## src/rtl/freq_sel_sched_if.sv

```systemverilog
// Control/status bundle between a scan controller and freq_sel_sched.
// The master drives table writes and run commands; the slave returns the
// selector bin index plus scan status.
interface freq_sel_sched_if #(
  parameter int N_ENTRY     = 16,
  parameter int K_WIDTH     = 14,
  parameter int DWELL_WIDTH = 16
);
  localparam int AW = $clog2(N_ENTRY);

  logic                   cfg_we;
  logic [AW-1:0]          cfg_addr;
  logic [K_WIDTH-1:0]     cfg_k;
  logic [AW:0]            cfg_len;
  logic [DWELL_WIDTH-1:0] cfg_dwell;
  logic                   start;
  logic                   stop;
  logic                   frame_sync;

  logic [K_WIDTH-1:0]     k_out;
  logic                   k_upd;
  logic                   gate;
  logic [AW-1:0]          entry_idx;
  logic                   busy;
  logic                   err;

  modport master (
    output cfg_we, cfg_addr, cfg_k, cfg_len, cfg_dwell, start, stop, frame_sync,
    input  k_out, k_upd, gate, entry_idx, busy, err
  );

  modport slave (
    input  cfg_we, cfg_addr, cfg_k, cfg_len, cfg_dwell, start, stop, frame_sync,
    output k_out, k_upd, gate, entry_idx, busy, err
  );
endinterface

```

## src/rtl/freq_sel_sched.sv

```systemverilog
// Frequency-bin scan scheduler. Steps through a programmable table of bin
// indices, holding each entry for one settle frame (gate low) followed by
// `dwell` gated frames, all paced by the upstream frame_sync pulse.
module freq_sel_sched #(
  parameter int N_ENTRY     = 16,
  parameter int K_WIDTH     = 14,
  parameter int DWELL_WIDTH = 16
) (
  input logic              clk,
  input logic              reset,
  freq_sel_sched_if.slave  bus
);
  localparam int AW = $clog2(N_ENTRY);
  localparam int LW = AW + 1;

  typedef enum logic [1:0] {IDLE, ARM, SETTLE, DWELL} state_t;

  state_t                 state_q, state_d;
  logic [K_WIDTH-1:0]     tbl [N_ENTRY];
  logic [K_WIDTH-1:0]     k_q, k_d;
  logic                   upd_q, upd_d;
  logic                   gate_q, gate_d;
  logic [AW-1:0]          idx_q, idx_d;
  logic                   err_q, err_d;
  logic [DWELL_WIDTH-1:0] cnt_q, cnt_d;
  logic [LW-1:0]          len_q, len_d;
  logic [DWELL_WIDTH-1:0] dwell_q, dwell_d;

  logic [AW-1:0]          nxt_idx;
  logic [DWELL_WIDTH-1:0] cnt_inc;

  // Wrap back to entry 0 after the last active entry.
  assign nxt_idx = (({1'b0, idx_q} + LW'(1)) == len_q) ? '0 : idx_q + AW'(1);
  assign cnt_inc = cnt_q + DWELL_WIDTH'(1);

  // Bin table: writable in any state, deliberately untouched by reset.
  always_ff @(posedge clk) begin
    if (bus.cfg_we) tbl[bus.cfg_addr] <= bus.cfg_k;
  end

  // Next-state and next-output logic; stop overrides everything except reset.
  always_comb begin
    state_d = state_q;
    k_d     = k_q;
    upd_d   = 1'b0;
    gate_d  = gate_q;
    idx_d   = idx_q;
    err_d   = 1'b0;
    cnt_d   = cnt_q;
    len_d   = len_q;
    dwell_d = dwell_q;
    if (bus.stop) begin
      state_d = IDLE;
      gate_d  = 1'b0;
    end else begin
      case (state_q)
        IDLE: begin
          if (bus.start) begin
            if (bus.cfg_len == '0) begin
              err_d = 1'b1;
            end else begin
              state_d = ARM;
              len_d   = bus.cfg_len;
              dwell_d = (bus.cfg_dwell == '0) ? DWELL_WIDTH'(1) : bus.cfg_dwell;
            end
          end
        end
        ARM: begin
          if (bus.frame_sync) begin
            state_d = SETTLE;
            idx_d   = '0;
            k_d     = tbl[0];
            upd_d   = 1'b1;
            gate_d  = 1'b0;
          end
        end
        SETTLE: begin
          if (bus.frame_sync) begin
            state_d = DWELL;
            gate_d  = 1'b1;
            cnt_d   = '0;
          end
        end
        DWELL: begin
          if (bus.frame_sync) begin
            if (cnt_inc == dwell_q) begin
              state_d = SETTLE;
              idx_d   = nxt_idx;
              k_d     = tbl[nxt_idx];
              upd_d   = 1'b1;
              gate_d  = 1'b0;
            end else begin
              cnt_d = cnt_inc;
            end
          end
        end
        default: state_d = IDLE;
      endcase
    end
  end

  // State and output registers with synchronous reset.
  always_ff @(posedge clk) begin
    if (reset) begin
      state_q <= IDLE;
      k_q     <= '0;
      upd_q   <= 1'b0;
      gate_q  <= 1'b0;
      idx_q   <= '0;
      err_q   <= 1'b0;
      cnt_q   <= '0;
      len_q   <= '0;
      dwell_q <= '0;
    end else begin
      state_q <= state_d;
      k_q     <= k_d;
      upd_q   <= upd_d;
      gate_q  <= gate_d;
      idx_q   <= idx_d;
      err_q   <= err_d;
      cnt_q   <= cnt_d;
      len_q   <= len_d;
      dwell_q <= dwell_d;
    end
  end

  assign bus.k_out     = k_q;
  assign bus.k_upd     = upd_q;
  assign bus.gate      = gate_q;
  assign bus.entry_idx = idx_q;
  assign bus.busy      = (state_q != IDLE);
  assign bus.err       = err_q;
endmodule

```

## src/flat_wrapper.sv

```systemverilog
// flat-port wrapper written by rule: the top's interface ports become plain ports
module freq_sel_sched_flat 
#(
  parameter int N_ENTRY     = 16,
  parameter int K_WIDTH     = 14,
  parameter int DWELL_WIDTH = 16
)
  (clk, reset, bus_cfg_we, bus_cfg_addr, bus_cfg_k, bus_cfg_len, bus_cfg_dwell, bus_start, bus_stop, bus_frame_sync, bus_k_out, bus_k_upd, bus_gate, bus_entry_idx, bus_busy, bus_err);
  freq_sel_sched_if #(.N_ENTRY(N_ENTRY), .K_WIDTH(K_WIDTH), .DWELL_WIDTH(DWELL_WIDTH)) bus_i ();
  input logic clk;
  input logic reset;
  input wire logic [$bits(bus_i.cfg_we)-1:0] bus_cfg_we;
  input wire logic [$bits(bus_i.cfg_addr)-1:0] bus_cfg_addr;
  input wire logic [$bits(bus_i.cfg_k)-1:0] bus_cfg_k;
  input wire logic [$bits(bus_i.cfg_len)-1:0] bus_cfg_len;
  input wire logic [$bits(bus_i.cfg_dwell)-1:0] bus_cfg_dwell;
  input wire logic [$bits(bus_i.start)-1:0] bus_start;
  input wire logic [$bits(bus_i.stop)-1:0] bus_stop;
  input wire logic [$bits(bus_i.frame_sync)-1:0] bus_frame_sync;
  output wire logic [$bits(bus_i.k_out)-1:0] bus_k_out;
  output wire logic [$bits(bus_i.k_upd)-1:0] bus_k_upd;
  output wire logic [$bits(bus_i.gate)-1:0] bus_gate;
  output wire logic [$bits(bus_i.entry_idx)-1:0] bus_entry_idx;
  output wire logic [$bits(bus_i.busy)-1:0] bus_busy;
  output wire logic [$bits(bus_i.err)-1:0] bus_err;
  assign bus_i.cfg_we = bus_cfg_we;
  assign bus_i.cfg_addr = bus_cfg_addr;
  assign bus_i.cfg_k = bus_cfg_k;
  assign bus_i.cfg_len = bus_cfg_len;
  assign bus_i.cfg_dwell = bus_cfg_dwell;
  assign bus_i.start = bus_start;
  assign bus_i.stop = bus_stop;
  assign bus_i.frame_sync = bus_frame_sync;
  assign bus_k_out = bus_i.k_out;
  assign bus_k_upd = bus_i.k_upd;
  assign bus_gate = bus_i.gate;
  assign bus_entry_idx = bus_i.entry_idx;
  assign bus_busy = bus_i.busy;
  assign bus_err = bus_i.err;
  freq_sel_sched #(.N_ENTRY(N_ENTRY), .K_WIDTH(K_WIDTH), .DWELL_WIDTH(DWELL_WIDTH)) u_core (.clk(clk), .reset(reset), .bus(bus_i));
endmodule
```

## config.mk

```make
export PLATFORM = sky130hd
export DESIGN_NAME = freq_sel_sched_flat
export DESIGN_NICKNAME = d
export VERILOG_FILES = /design/src/rtl/freq_sel_sched_if.sv /design/src/rtl/freq_sel_sched.sv /design/src/flat_wrapper.sv
export SDC_FILE = /design/constraint.sdc
export NUM_CORES = 1
export LEC_CHECK = 0
export BUFFER_PORTS_ARGS = -buffer_cell sky130_fd_sc_hd__buf_4
export CORE_ASPECT_RATIO = 2
export CORE_UTILIZATION = 30
export DETAILED_ROUTE_END_ITERATION = 12
export PLACE_DENSITY = 0.48
export SLEW_MARGIN = 20
export SYNTH_ARGS = -nofsm -noshare
export SYNTH_HDL_FRONTEND = slang
export SYNTH_SLANG_ARGS = --single-unit
```

## constraint.sdc

```tcl
create_clock -name clk -period 2.46 [get_ports clk]
set_clock_uncertainty 0.05 [all_clocks]
set_input_delay 0.369 -clock clk [delete_from_list [all_inputs] [get_ports clk]]
set_output_delay 0.369 -clock clk [all_outputs]
set_load 0.01 [all_outputs]
```

==> impl_metrics.env <==
export IMPL_wl_per_cell_um=22.91
export IMPL_place_port_buffers=66
export IMPL_die_w_um=144.6
export IMPL_synth_warnings=0
export IMPL_critPathKind="flop to flop"
export IMPL_min_period_ns=2.593
export IMPL_insertion_delay_ns=0.56
export IMPL_power_leakage_nw=5.575
export IMPL_ff_latch_area_um2=7955
export IMPL_status="finished with violations"
export IMPL_grt_max_degree=47
export IMPL_worstMarginPinSlew_ns=0.5022
export IMPL_synth_seq_area_share_pct=65.01
export IMPL_yosysUniqueCellTypes=81
export IMPL_final_cell_mix="edfxtp_1, buf_4, nand2_1, nor2_1, dfxtp_1"
export IMPL_drcViolationCount=0
export IMPL_synthArstFlopShare_pct=0
export IMPL_initial_core_util_pct=30.33
export IMPL_area_growth_pct=33.15
export IMPL_antenna_violating_nets_post_route=0
export IMPL_numClockSinks=284
export IMPL_crit_arrival_ns=3.01
export IMPL_post_route_cell_area_um2=16240
export IMPL_mostFrequentLayoutCell="edfxtp_1"
export IMPL_startpoint_type="flop"
export IMPL_grt_first_pass_wirelength_um=57090
export IMPL_synth_area_leaders="edfxtp_1, dfxtp_1, nand2_1, a21oi_1, nor2_1"
export IMPL_setup_worst_path_end_class="flop"
export IMPL_antennaDiodeCount=0
export IMPL_max_freq_mhz=385.7
export IMPL_rows=104
export IMPL_drive_above_1_share_pct=35.92
export IMPL_worst_slack_ns=-0.1329
export IMPL_cts_root_buf="clkbuf_16"
export IMPL_maxSlewHeadroom_pct=66.28
export IMPL_cp_max_fo=7
export IMPL_placed_area_um2=14350
export IMPL_cp_required_ns=2.88
export IMPL_routed_wirelength_um=39640
export IMPL_finalHoldViolCount=0
export IMPL_hold_worst_slack_ns=0.02603
export IMPL_synthCells=967
export IMPL_cts_buffer_depth=3
export IMPL_synth_fp_nets=1014
export IMPL_p_total_mw=10.10
export IMPL_min_path_type="input port to flop"
export IMPL_maxSlewViolCount=0
export IMPL_max_cap_viol_count=0
export IMPL_drt_vias_per_instance=5.168
export IMPL_vias=8941
export IMPL_setup_viol_count_final=32
export IMPL_violations="setup timing"
export IMPL_synth_area_um2=12190
export IMPL_vdd_drop_max_uv=446.6
export IMPL_overflow=0
export IMPL_whs_path_depth=3
export IMPL_clk_pin_slew_worst_paths_ns=0.07
export IMPL_design_die_area_um2=41510
export IMPL_first_global_vias=9066
export IMPL_die_h_um=287.1
export IMPL_rsz0062_at_grt="true"
export IMPL_p_per_area_nw_per_um2=621.8
export IMPL_hpwl_um=26970
export IMPL_ys_ff_latch=284
export IMPL_gp_congestion=0.8155
export IMPL_cts_made_buffers=27
export IMPL_grt_usage_pct=19.20
export IMPL_fin_crit_sh_pct=105.4
export IMPL_fillers=3787
export IMPL_drtPass1Iterations=5
export IMPL_synth_area_per_cell_um2=12.61
export IMPL_tns_ns=-2.275
export IMPL_synth_edf_count=224
export IMPL_htree_levels=1
export IMPL_fin_nets=1227
export IMPL_multi_input_area_um2=4614
export IMPL_synth_top_area_share_pct=55.16
export IMPL_ff2ff_path_depth=10
export IMPL_synth_area_leader_cell="edfxtp_1"
export IMPL_core_um2=40210
export IMPL_pin_count=67
export IMPL_drt_iter0_drc=415
export IMPL_antenna_found_initial=0
export IMPL_synth_main_ff_cell="edfxtp_1"
export IMPL_cts_tree="built"
-- synthesized netlist by cell type (all sizes together) (2+ instances only) --
cell type	instances
a211o	3
a211oi	20
a21o	2
a21oi	55
a22oi	4
a2bb2oi	4
a311oi	13
a31oi	17
a32o	15
a41oi	3
and2	3
and3	9
and4	4
and4b	3
buf	32
clkbuf	30
dfxtp	60
edfxtp	224
ha	2
inv	9
mux2	10
mux2i	14
mux4	2
nand2	108
nand2b	6
nand3	33
nand3b	2
nand4	8
nor2	61
nor2b	10
nor3	19
nor4	10
o211ai	4
o21a	20
o21ai	41
o221ai	18
o22a	8
o22ai	21
o32a	3
or2	4
or3	11
xnor2	15
xor2	13
-- path summary, 6_finish.rpt --
kind,startpoint,slack (ns),endpoint
worst max-delay path,u_core.dwell_q[12]$_SDFFE_PP0P_,-0.13,u_core.cnt_q[4]$_SDFFE_PP0P_
worst min-delay path,bus_cfg_dwell[10],0.03,u_core.dwell_q[10]$_SDFFE_PP0P_
worst max register to register,u_core.dwell_q[12]$_SDFFE_PP0P_,-0.13,u_core.cnt_q[4]$_SDFFE_PP0P_
worst min register to register,u_core.len_q[0]$_SDFFE_PP0P_,0.43,u_core.len_q[0]$_SDFFE_PP0P_
-- layout make-up --
class                   count  area share [%]
clock buffers              33           4.362
clock inverters            16           1.063
inverters                   9          0.2081
multi-input cells         613           28.42
flip-flops and latches    284           48.99
well taps                 530           4.084
repair buffers            245           12.87
-- where the power goes --
group / internal, mW / total [mW] / switching (mW)
registers: 5.26 / 5.31 / 0.0522
logic: 0.226 / 0.547 / 0.321
clock network: 2.38 / 4.23 / 1.86
-- routing by layer --
layer,part of all wire (%),wire length [um],GRT usage [%],vias to the layer above
met3,3.6,1439,2.149,65
met2,58,22880,38.45,205
met5,0,0,0,-
met1,35,13820,19.20,4509
met4,3.8,1494,8.132,0
li1,-,-,-,4162
-- cells by family after synthesis --
| logic type | Yosys count | synth area share, % |
|---|---|---|
| AO/OA/AOI/OAI | 261 | 15.18 |
| XOR/XNOR | 28 | 2.134 |
| adder cells (fa/ha/maj) | 2 | 0.2052 |
| buffers and inverters | 71 | 2.842 |
| flip-flops | 284 | 65.01 |
| multiplexers | 26 | 2.442 |
| AND/OR/NAND/NOR | 295 | 12.19 |
-- stage by stage --
| stage | utilization [%] | instances | setup WS, ns |
|---|---|---|---|
| finish | 40.38 | 1730 | -0.1329 |
| global route | 40.38 | 1730 | -0.2208 |
| CTS | 39.47 | 1720 | -0.1278 |
| floorplan | - | 967 | 0.01443 |
| detailed placement | 35.69 | 1648 | -0.5408 |
| global placement | 35.69 | 1648 | -0.5517 |
-- registers in the layout, summed over array words and instances, names as in the netlist --
name	cells
u_core.cnt_q	16
u_core.bus.err	1
u_core.len_q	5
u_core.bus.k_out	14
u_core.state_q	2
u_core.bus.k_upd	1
u_core.bus.entry_idx	4
u_core.bus.gate	1
u_core.tbl	224
u_core.dwell_q	16
-- repair_timing --
item                                    4_1_cts  5_1_grt
hold endpoints to repair                      2        0
buffers inserted                             19       15
hold buffers                                  2        0
pin swaps                                    45       65
gates resized for setup                      87       73
endpoints found under the setup margin       37       36
cloned                                        3        0
-- worst max-delay path, stage by stage, from the launching register on --
cell and delay (ns):
dfxtp_1 0.54, buf_4 0.18, xnor2_1 0.14, a22oi_1 0.17, o311a_1 0.42, nand4b_4 0.12
buf_6 0.14, buf_6 0.12, o21ba_4 0.28, a41oi_2 0.16, a311oi_2 0.19
(Power assumes the default switching activity.)
